**src/rtl/uart_tx_fifo_param.sv**
```systemverilog
// uart_tx_fifo_param: UART transmitter with run-time baud divisor,
// character length, parity and stop bits, fed by a small FIFO.
module uart_tx_fifo_param #(
    parameter int DATA_W  = 8,
    parameter int DIV_W   = 16,
    parameter int FIFO_AW = 2
) (
    input  logic              clk,
    input  logic              rst,
    input  logic [DIV_W-1:0]  baud_div,
    input  logic [3:0]        data_bits,
    input  logic [1:0]        parity_mode,
    input  logic              stop2,
    input  logic [DATA_W-1:0] in_data,
    input  logic              in_valid,
    output logic              in_ready,
    output logic              tx,
    output logic              tx_done,
    output logic              busy,
    output logic              bit_tick,
    output logic [FIFO_AW:0]  fifo_cnt
);
    localparam int DEPTH = 1 << FIFO_AW;
    localparam logic [FIFO_AW:0] FULL = (FIFO_AW+1)'(DEPTH);

    typedef enum logic [2:0] {
        S_IDLE,
        S_START,
        S_DATA,
        S_PARITY,
        S_STOP
    } state_t;

    logic [DATA_W-1:0]  mem_q [DEPTH];
    logic [FIFO_AW-1:0] wr_ptr_q;
    logic [FIFO_AW-1:0] rd_ptr_q;
    logic [FIFO_AW:0]   cnt_q;
    logic [FIFO_AW:0]   cnt_d;
    logic               push;
    logic               pop;

    state_t             state_q;
    state_t             state_d;
    logic [DIV_W-1:0]   div_cnt_q;
    logic [DIV_W-1:0]   div_cnt_d;
    logic [DIV_W-1:0]   baud_l_q;
    logic [DIV_W-1:0]   baud_l_d;
    logic [3:0]         nbits_l_q;
    logic [3:0]         nbits_l_d;
    logic [3:0]         bit_idx_q;
    logic [3:0]         bit_idx_d;
    logic               par_en_q;
    logic               par_en_d;
    logic               par_bit_q;
    logic               par_bit_d;
    logic               stop2_l_q;
    logic               stop2_l_d;
    logic               stop_idx_q;
    logic               stop_idx_d;
    logic [DATA_W-1:0]  shift_q;
    logic [DATA_W-1:0]  shift_d;
    logic               tx_q;
    logic               tx_d;
    logic               done_q;
    logic               done_d;

    logic [DIV_W-1:0]   baud_eff;
    logic [3:0]         nbits_eff;
    logic [DATA_W-1:0]  head;
    logic               head_par;
    logic               bit_end;
    logic               load;

    assign in_ready = (cnt_q != FULL);
    assign push     = in_valid && in_ready;
    assign head     = mem_q[rd_ptr_q];
    assign bit_end  = (div_cnt_q == baud_l_q);

    assign baud_eff = (baud_div == '0) ? DIV_W'(1) : baud_div;

    always_comb begin
        nbits_eff = data_bits;
        if (data_bits < 4'd5) begin
            nbits_eff = 4'd5;
        end else if (data_bits > 4'(DATA_W)) begin
            nbits_eff = 4'(DATA_W);
        end
    end

    // Parity covers only the bits that will actually be shifted out.
    always_comb begin
        head_par = 1'b0;
        for (int i = 0; i < DATA_W; i++) begin
            if (i < int'(nbits_eff)) begin
                head_par = head_par ^ head[i];
            end
        end
    end

    always_comb begin
        cnt_d = cnt_q;
        unique case ({push, pop})
            2'b10:   cnt_d = cnt_q + 1'b1;
            2'b01:   cnt_d = cnt_q - 1'b1;
            default: cnt_d = cnt_q;
        endcase
    end

    always_comb begin
        state_d    = state_q;
        div_cnt_d  = div_cnt_q;
        baud_l_d   = baud_l_q;
        nbits_l_d  = nbits_l_q;
        bit_idx_d  = bit_idx_q;
        par_en_d   = par_en_q;
        par_bit_d  = par_bit_q;
        stop2_l_d  = stop2_l_q;
        stop_idx_d = stop_idx_q;
        shift_d    = shift_q;
        tx_d       = tx_q;
        done_d     = 1'b0;
        pop        = 1'b0;
        load       = 1'b0;

        if (state_q != S_IDLE) begin
            div_cnt_d = bit_end ? '0 : div_cnt_q + 1'b1;
        end

        unique case (state_q)
            S_IDLE: begin
                tx_d = 1'b1;
                if (cnt_q != '0) begin
                    load = 1'b1;
                end
            end
            S_START: begin
                if (bit_end) begin
                    state_d   = S_DATA;
                    tx_d      = shift_q[0];
                    bit_idx_d = '0;
                end
            end
            S_DATA: begin
                if (bit_end) begin
                    if (bit_idx_q == nbits_l_q - 4'd1) begin
                        if (par_en_q) begin
                            state_d = S_PARITY;
                            tx_d    = par_bit_q;
                        end else begin
                            state_d    = S_STOP;
                            tx_d       = 1'b1;
                            stop_idx_d = 1'b0;
                        end
                    end else begin
                        bit_idx_d = bit_idx_q + 4'd1;
                        shift_d   = shift_q >> 1;
                        tx_d      = shift_q[1];
                    end
                end
            end
            S_PARITY: begin
                if (bit_end) begin
                    state_d    = S_STOP;
                    tx_d       = 1'b1;
                    stop_idx_d = 1'b0;
                end
            end
            S_STOP: begin
                if (bit_end) begin
                    if (stop2_l_q && !stop_idx_q) begin
                        stop_idx_d = 1'b1;
                    end else begin
                        done_d = 1'b1;
                        if (cnt_q != '0) begin
                            load = 1'b1;
                        end else begin
                            state_d = S_IDLE;
                            tx_d    = 1'b1;
                        end
                    end
                end
            end
            default: begin
                state_d = S_IDLE;
                tx_d    = 1'b1;
            end
        endcase

        // Pop and latch the frame configuration together.
        if (load) begin
            pop       = 1'b1;
            state_d   = S_START;
            tx_d      = 1'b0;
            div_cnt_d = '0;
            baud_l_d  = baud_eff;
            nbits_l_d = nbits_eff;
            par_en_d  = ^parity_mode;
            par_bit_d = head_par ^ parity_mode[1];
            stop2_l_d = stop2;
            shift_d   = head;
            bit_idx_d = '0;
        end
    end

    always_ff @(posedge clk) begin
        if (!rst) begin
            wr_ptr_q   <= '0;
            rd_ptr_q   <= '0;
            cnt_q      <= '0;
            state_q    <= S_IDLE;
            div_cnt_q  <= '0;
            baud_l_q   <= DIV_W'(1);
            nbits_l_q  <= 4'(DATA_W);
            bit_idx_q  <= '0;
            par_en_q   <= 1'b0;
            par_bit_q  <= 1'b0;
            stop2_l_q  <= 1'b0;
            stop_idx_q <= 1'b0;
            shift_q    <= '0;
            tx_q       <= 1'b1;
            done_q     <= 1'b0;
        end else begin
            if (push) begin
                wr_ptr_q <= wr_ptr_q + 1'b1;
            end
            if (pop) begin
                rd_ptr_q <= rd_ptr_q + 1'b1;
            end
            cnt_q      <= cnt_d;
            state_q    <= state_d;
            div_cnt_q  <= div_cnt_d;
            baud_l_q   <= baud_l_d;
            nbits_l_q  <= nbits_l_d;
            bit_idx_q  <= bit_idx_d;
            par_en_q   <= par_en_d;
            par_bit_q  <= par_bit_d;
            stop2_l_q  <= stop2_l_d;
            stop_idx_q <= stop_idx_d;
            shift_q    <= shift_d;
            tx_q       <= tx_d;
            done_q     <= done_d;
        end
    end

    always_ff @(posedge clk) begin
        if (push) begin
            mem_q[wr_ptr_q] <= in_data;
        end
    end

    assign tx       = tx_q;
    assign tx_done  = done_q;
    assign busy     = (state_q != S_IDLE);
    assign bit_tick = busy && (div_cnt_q == '0);
    assign fifo_cnt = cnt_q;

endmodule

```
**config.mk**
```make
export PLATFORM = sky130hd
export DESIGN_NAME = uart_tx_fifo_param
export DESIGN_NICKNAME = d
export VERILOG_FILES = /design/src/rtl/uart_tx_fifo_param.sv
export SDC_FILE = /design/constraint.sdc
export NUM_CORES = 1
export LEC_CHECK = 0
export ABC_AREA = 1
export CAP_MARGIN = 20
export CORE_ASPECT_RATIO = 0.9
export CORE_MARGIN = 1
export CORE_UTILIZATION = 55
export DETAILED_ROUTE_END_ITERATION = 16
export GPL_TIMING_DRIVEN = 0
export PLACE_DENSITY = 0.76
export SLEW_MARGIN = 0
export SYNTH_ARGS = -nofsm -noshare
export SYNTH_HDL_FRONTEND = slang
export SYNTH_SLANG_ARGS = --single-unit
```
**constraint.sdc**
```tcl
create_clock -name clk -period 5.8 [get_ports clk]
set_input_delay 0.87 -clock clk [delete_from_list [all_inputs] [get_ports clk]]
set_output_delay 0.87 -clock clk [all_outputs]
set_load 0.01 [all_outputs]
```
==> results.toml, run 1 <==
[synth]
synth_common_cells = "nand2_1 (219), dfxtp_1 (66), inv_1 (62)"
yosysTopAreaCellShare = 0.264
ys_top_cells_by_area = "dfxtp_1 (26%), edfxtp_1 (19%), nand2_1 (16%)"
syn_avg_cell_area_um2 = 7.70
yosysMostFrequentCell = "nand2_1"
async_flop_share = 0
synth.largest_area_cell = "dfxtp_1"
synth_cells = 650
synth-seq-cells = 98
yosys_warnings = 0
syn-num-nets = 694
seq_area_frac_synth = 0.456
ys.flop_type = "dfxtp_1"
synth.distinct_cells = 44
synth_edf_count = 32
synth_area_um2 = 5000

[timing]
totalNegativeSetupSlack_ps = 0
slew_headroom = 0.462
period_minus_slack_ps = 2940
setup_violations = 0
maxSlewViolCount = 0
finalClockSkew_ps = 14.3
hold_ws_ps = 468
hold_viol_final = 0
rsz0062_at_grt = "no"
worst_slew_pin_slew_ps = 804
fmax_mhz = 341
period_share = 0.506

[placed_design]
io_buffers = 40
place_congestion = 0.886
dp_hpwl_um = 8050

[route]
routed-wl-met3_um = 529
viasPerCell = 5.09
vias = 4202
drtAntennaViolNets = 0
dr.pass1.iters = 5
drtIter0Drc = 161
routed.top_layer = "met4"
routed_wl_um = 10600
dr_wl_met2_um = 5000
wl_per_cell_um = 12.9
drc = 0
wl_met1_um = 4980

[clock_network]
clkSinkCount = 98
cts_buffers = 9
post_cts_resized = 0
hold_buffers = 0
cts_tree = "built"
path_clk_slew_ps = 100
clock_path_buffers = 2
clockRootBuffer = "clkbuf_8"
clk_latency_ps = 360
cts_setup_buffers = 0
htreeDepth = 3

[power]
total_power_w = 0.00267
p_leak_nw = 2.46
peakVddDrop_uv = 219
p_per_area_nw_per_um2 = 466

[critical_path]
startpoint = "state_q[0]"
crit_arrival_ps = 2070
reg2reg_depth = 16
path_class = "reg -> out"
critPathLaunchType = "flip-flop"
worstSetupEndpointType = "output pin"
crit_required_ps = 4930
worstReg2RegEnd = "fifo_cnt[2]"
cp_max_fo = 10
rr_startpoint = "div_cnt_q[9]"
r2r_slack_ps = 3220
crit_path_end = "bit_tick"

[floorplanning]
start_util = 0.576
dieHeight_um = 92.5
rows = 32
core_area_um2 = 8690
num_io_pins = 42
fp.dieArea_um2 = 9490
dieWidth_um = 103

[final_layout]
final_core_util = 0.660
n_antenna_cell = 0
fillers = 764
final_nets = 745
syn2layout_area_growth_pct = 14.6
layout-drive-gt1-share = 0.106

[hold_path]
hold_path.class = "reg -> reg"
min_from = "baud_l_q[15]"

[global_route]
grt_max_degree = 19
grt_pass1_vias = 3983
grt_first_pass_wirelength_um = 17800
grt_antenna_before_repair = 0
gr-usage-all-layers = 0.242
overflow = 0

[run_status]
status = "finished, final reports clean"

[job]
maxCapViolCount = 0
-- power by group --
group	switching [W]	leakage [nW]	internal, W
clock	0.000249	0.0886	0.000162
combinational	0.000826	1.54	0.000476
sequential	0.0000965	0.833	0.000865
total	0.00117	2.46	0.00150
-- metal layers --
metal	vias to the layer above	track usage
li1	2188	-
met1	1899	0.328
met2	104	0.396
met3	11	0.0423
met4	0	0.0607
met5	-	0
-- final cells by class --
| class | instances | area (um2) | share of cell area |
|---|---|---|---|
| sequential | 98 | 2280 | 0.398 |
| buffer | 13 | 95.1 | 0.0166 |
| multi-input combinational | 467 | 2350 | 0.410 |
| timing repair buffer | 40 | 400 | 0.0698 |
| clock inverter | 7 | 56.3 | 0.00982 |
| clock buffer | 9 | 124 | 0.0216 |
| tap | 119 | 149 | 0.0260 |
| inverter | 72 | 274 | 0.0478 |
-- flip-flops by register name (all words and copies together), names as in the netlist, named ones only --
| register | cells |
|---|---|
| shift_q | 8 |
| mem_q | 32 |
| stop_idx_q | 1 |
| fifo_cnt | 3 |
| par_bit_q | 1 |
| tx_done | 1 |
| rd_ptr_q | 2 |
| div_cnt_q | 16 |
| stop2_l_q | 1 |
| state_q | 3 |
| tx | 1 |
| wr_ptr_q | 2 |
| bit_idx_q | 4 |
| baud_l_q | 16 |
| par_en_q | 1 |
| nbits_l_q | 4 |
-- placed cells by master (no fill, tap or decap), drive strengths merged, types with 17 or more instances in the layout --
master and instances:
a21oi 27, clkdlybuf4s50 40, dfxtp 66, edfxtp 32, inv 75, nand2 228, nand3 47, nor2 66
nor3 17, o21ai 33
-- logic make-up (layout without fill, tap and decap cells) --
family | count (synthesis) | in the layout | share of synthesized area
AND/OR/NAND/NOR | 376 | 376 | 0.343
flip-flops | 98 | 98 | 0.456
buffers and inverters | 85 | 141 | 0.0737
AO/OA/AOI/OAI | 65 | 65 | 0.0730
XOR/XNOR | 16 | 16 | 0.0280
adder cells (fa/ha/maj) | 10 | 10 | 0.0265
-- metrics by stage --
stage,instance area (um2),setup slack [ps],cells
after floorplan,5000,3510,650
after global placement,5550,3100,809
after detailed placement,5550,3050,809
after CTS,5730,2860,825
after global routing,5730,2740,825
final,5730,2860,825
-- worst max-delay path: stages, from the launching register on --
cell and delay, ps:
dfxtp_1 510, nor3_2 130, buf_6 170, nor4_1 310, clkdlybuf4s50_1 590
-- worst min-delay path by stage --
| stage | endpoint | cells past startpoint |
|---|---|---|
| after floorplan | shift_q[7] | 2 |
| after global placement | shift_q[7] | 2 |
| after detailed placement | baud_l_q[15] | 2 |
| after CTS | baud_l_q[15] | 2 |
| after global routing | baud_l_q[12] | 2 |
| final | baud_l_q[15] | 2 |
Note: power is estimated with default switching activity, not from simulation.
==> run 2: changes to the inputs <==
Clock period 5.8 ns to 2.9 ns, I/O delays scaled along.
==> results of run 2 <==
The final DEF is identical to that of run 1. Status: finished, final reports clean.
Main changes from that run: setup slack after placement 3050 ps -> 353 ps; setup slack after layout 2860 ps -> 324 ps; hold slack 468 ps -> 458 ps; start point of the critical path state_q[0] -> div_cnt_q[9]; end point of the critical path bit_tick -> fifo_cnt[2]; register-to-register setup slack 3220 ps -> 320 ps; end point of the worst hold path baud_l_q[15] -> wr_ptr_q[0]; total power 0.00267 W -> 0.00535 W; worst IR drop on VDD 219 uV -> 438 uV
==> run 3: changes to the inputs <==
Settings changed: CORE_ASPECT_RATIO 0.9 to 1.2, CTS_CLUSTER_DIAMETER set to 60.
==> run 3 against run 2 <==
Net effect:
- register-to-register slack improved by 20 ps
- critical path depth unchanged
- global-route usage grew 0.14 points
- critical endpoint unchanged
==> results.toml, run 3 (synthesis results as in run 1) <==
[final_layout]
mostFrequentLayoutCell = "nand2_1"
layout-drive-gt1-share = 0.105
top_register = "mem_q"
final_core_util = 0.659
final_cell_mix = "nand2_1 (219), dfxtp_1 (66), inv_1 (62)"
top_regs = "mem_q: 32 flops, baud_l_q: 16 flops, div_cnt_q: 16 flops"
n_antenna_cell = 0
largest_reg_flops = 32
final_nets = 745
syn2layout_area_growth_pct = 14.6

[placed_design]
io_buffers = 40
dp_hpwl_um = 8370
place_congestion = 0.933

[timing]
period_minus_slack_ps = 2560
hold_viol_final = 0
setup_violations = 0
maxSlewViolCount = 0
finalClockSkew_ps = 8.48
totalNegativeSetupSlack_ps = 0
worst_slew_pin_slew_ps = 738
fmax_mhz = 391
period_share = 0.881
rsz0062_at_grt = "no"
slew_headroom = 0.506

[floorplanning]
rows = 37
num_io_pins = 42
dieWidth_um = 89.1
fp.dieArea_um2 = 9490
core_area_um2 = 8700
dieHeight_um = 106
start_util = 0.575

[clock_network]
cts_setup_buffers = 0
path_clk_slew_ps = 100
cts_buffers = 9
clk_latency_ps = 370
htreeDepth = 3
hold_buffers = 0
clock_path_buffers = 2
clkSinkCount = 98
clockRootBuffer = "clkbuf_8"
cts_tree = "built"
post_cts_resized = 0

[route]
dr.pass1.iters = 5
viasPerCell = 5.19
wl_per_cell_um = 13.0
vias = 4270
routed_wl_um = 10700
drc = 0
drtIter0Drc = 281
drtAntennaViolNets = 0

[critical_path]
path_class = "reg -> reg"
cp_max_fo = 10
cpMostUsedCell = "nand2_1"
max_stage_delay_ps = 460
crit_arrival_ps = 2820
crit_required_ps = 3170
critPathLaunchType = "flip-flop"
slowest_stage = "dfxtp_1"
worstSetupEndpointType = "flip-flop"
crit_chain = "inv_2, nand2_1, nand2_1, nor2_1, nand2_1, nor2_4, nand3_4, nand2_8, buf_6, ha_1, inv_1, fa_1, a21oi_1, o21ai_0, o21ai_0, a21oi_1"

[hold_path]
hold_path.class = "in -> reg"

[run_status]
status = "finished, final reports clean"

[power]
p_sw_frac = 0.440
pwr-share-comb = 0.485
total_power_w = 0.00537
p_int_w = 0.00301
p_clk_frac = 0.156
p_per_area_nw_per_um2 = 936
peakVddDrop_uv = 491
p_sw_w = 0.00236
p_leak_nw = 2.46
p_seq_frac = 0.358

[global_route]
grt_first_pass_wirelength_um = 17500
gr-usage-all-layers = 0.243
grt_antenna_before_repair = 0
grt_max_degree = 19
overflow = 0
grt_pass1_vias = 4003

[job]
maxCapViolCount = 0
==> run 3: cell types whose count changed in the layout (fill, tap and decap cells not counted) <==
cell        previous run  this run
clkinvlp_4             0         1
clkinv_1               0         1
inv_8                  1         2
inv_6                  3         2
clkinvlp_2             2         0
==> run 3: final timing paths <==
check,from,endpoint,slack [ps],cells past startpoint
worst min-delay path,rst,rd_ptr_q[1],410,3
worst max-delay path,div_cnt_q[6],fifo_cnt[2],340,16
worst min register to register,baud_l_q[7],baud_l_q[7],470,2
worst max register to register,div_cnt_q[6],fifo_cnt[2],340,16
==> run 3: layout make-up <==
| type | instances | area [um2] |
|---|---|---|
| fillers | 785 | 2970 |
| multi-input cells | 467 | 2350 |
| flip-flops and latches | 98 | 2280 |
| repair buffers | 40 | 400 |
| inverters | 72 | 274 |
| well taps | 117 | 146 |
| clock buffers | 9 | 124 |
| plain buffers | 13 | 95.1 |
| clock inverters | 7 | 60.1 |
==> run 3: stage by stage <==
stage / instance area (um2) / setup WS (ps) / instances / hold WS [ps]
2_1_floorplan: 5000 / 612 / 650 / 439
3_3_place_gp: 5550 / 399 / 807 / 450
3_5_place_dp: 5550 / 337 / 807 / 457
4_1_cts: 5740 / 338 / 823 / 404
5_1_grt: 5740 / 78.5 / 823 / 420
6_report: 5740 / 344 / 823 / 408
==> run 3: power by group through the flow <==
stage,Combinational [W],Clock (W),Sequential [W]
6_report,0.00261,0.000839,0.00192
4_1_cts,0.00261,0.000848,0.00192
5_1_grt,0.00294,0.000907,0.00196
3_3_place_gp,0.00254,0,0.00194
2_1_floorplan,0.00197,0,0.00191
3_5_place_dp,0.00261,0,0.00195
==> run 3: worst max-delay path, delay by kind of cell (launching register included) <==
| family | cells | cell delay [ps] |
|---|---|---|
| compound gates | 4 | 470 |
| fa+ha+maj | 2 | 520 |
| buf+inv | 3 | 300 |
| flops | 1 | 460 |
| simple gates | 7 | 700 |
==> run 3: per-layer routing <==
metal	vias to the layer above	part of all wire	routed length, um	track usage
met5	-	0	0	0
met4	0	0.029	315	0.0941
met3	29	0.042	449	0.0543
met2	114	0.54	5800	0.462
met1	1937	0.39	4130	0.249
li1	2190	-	-	-
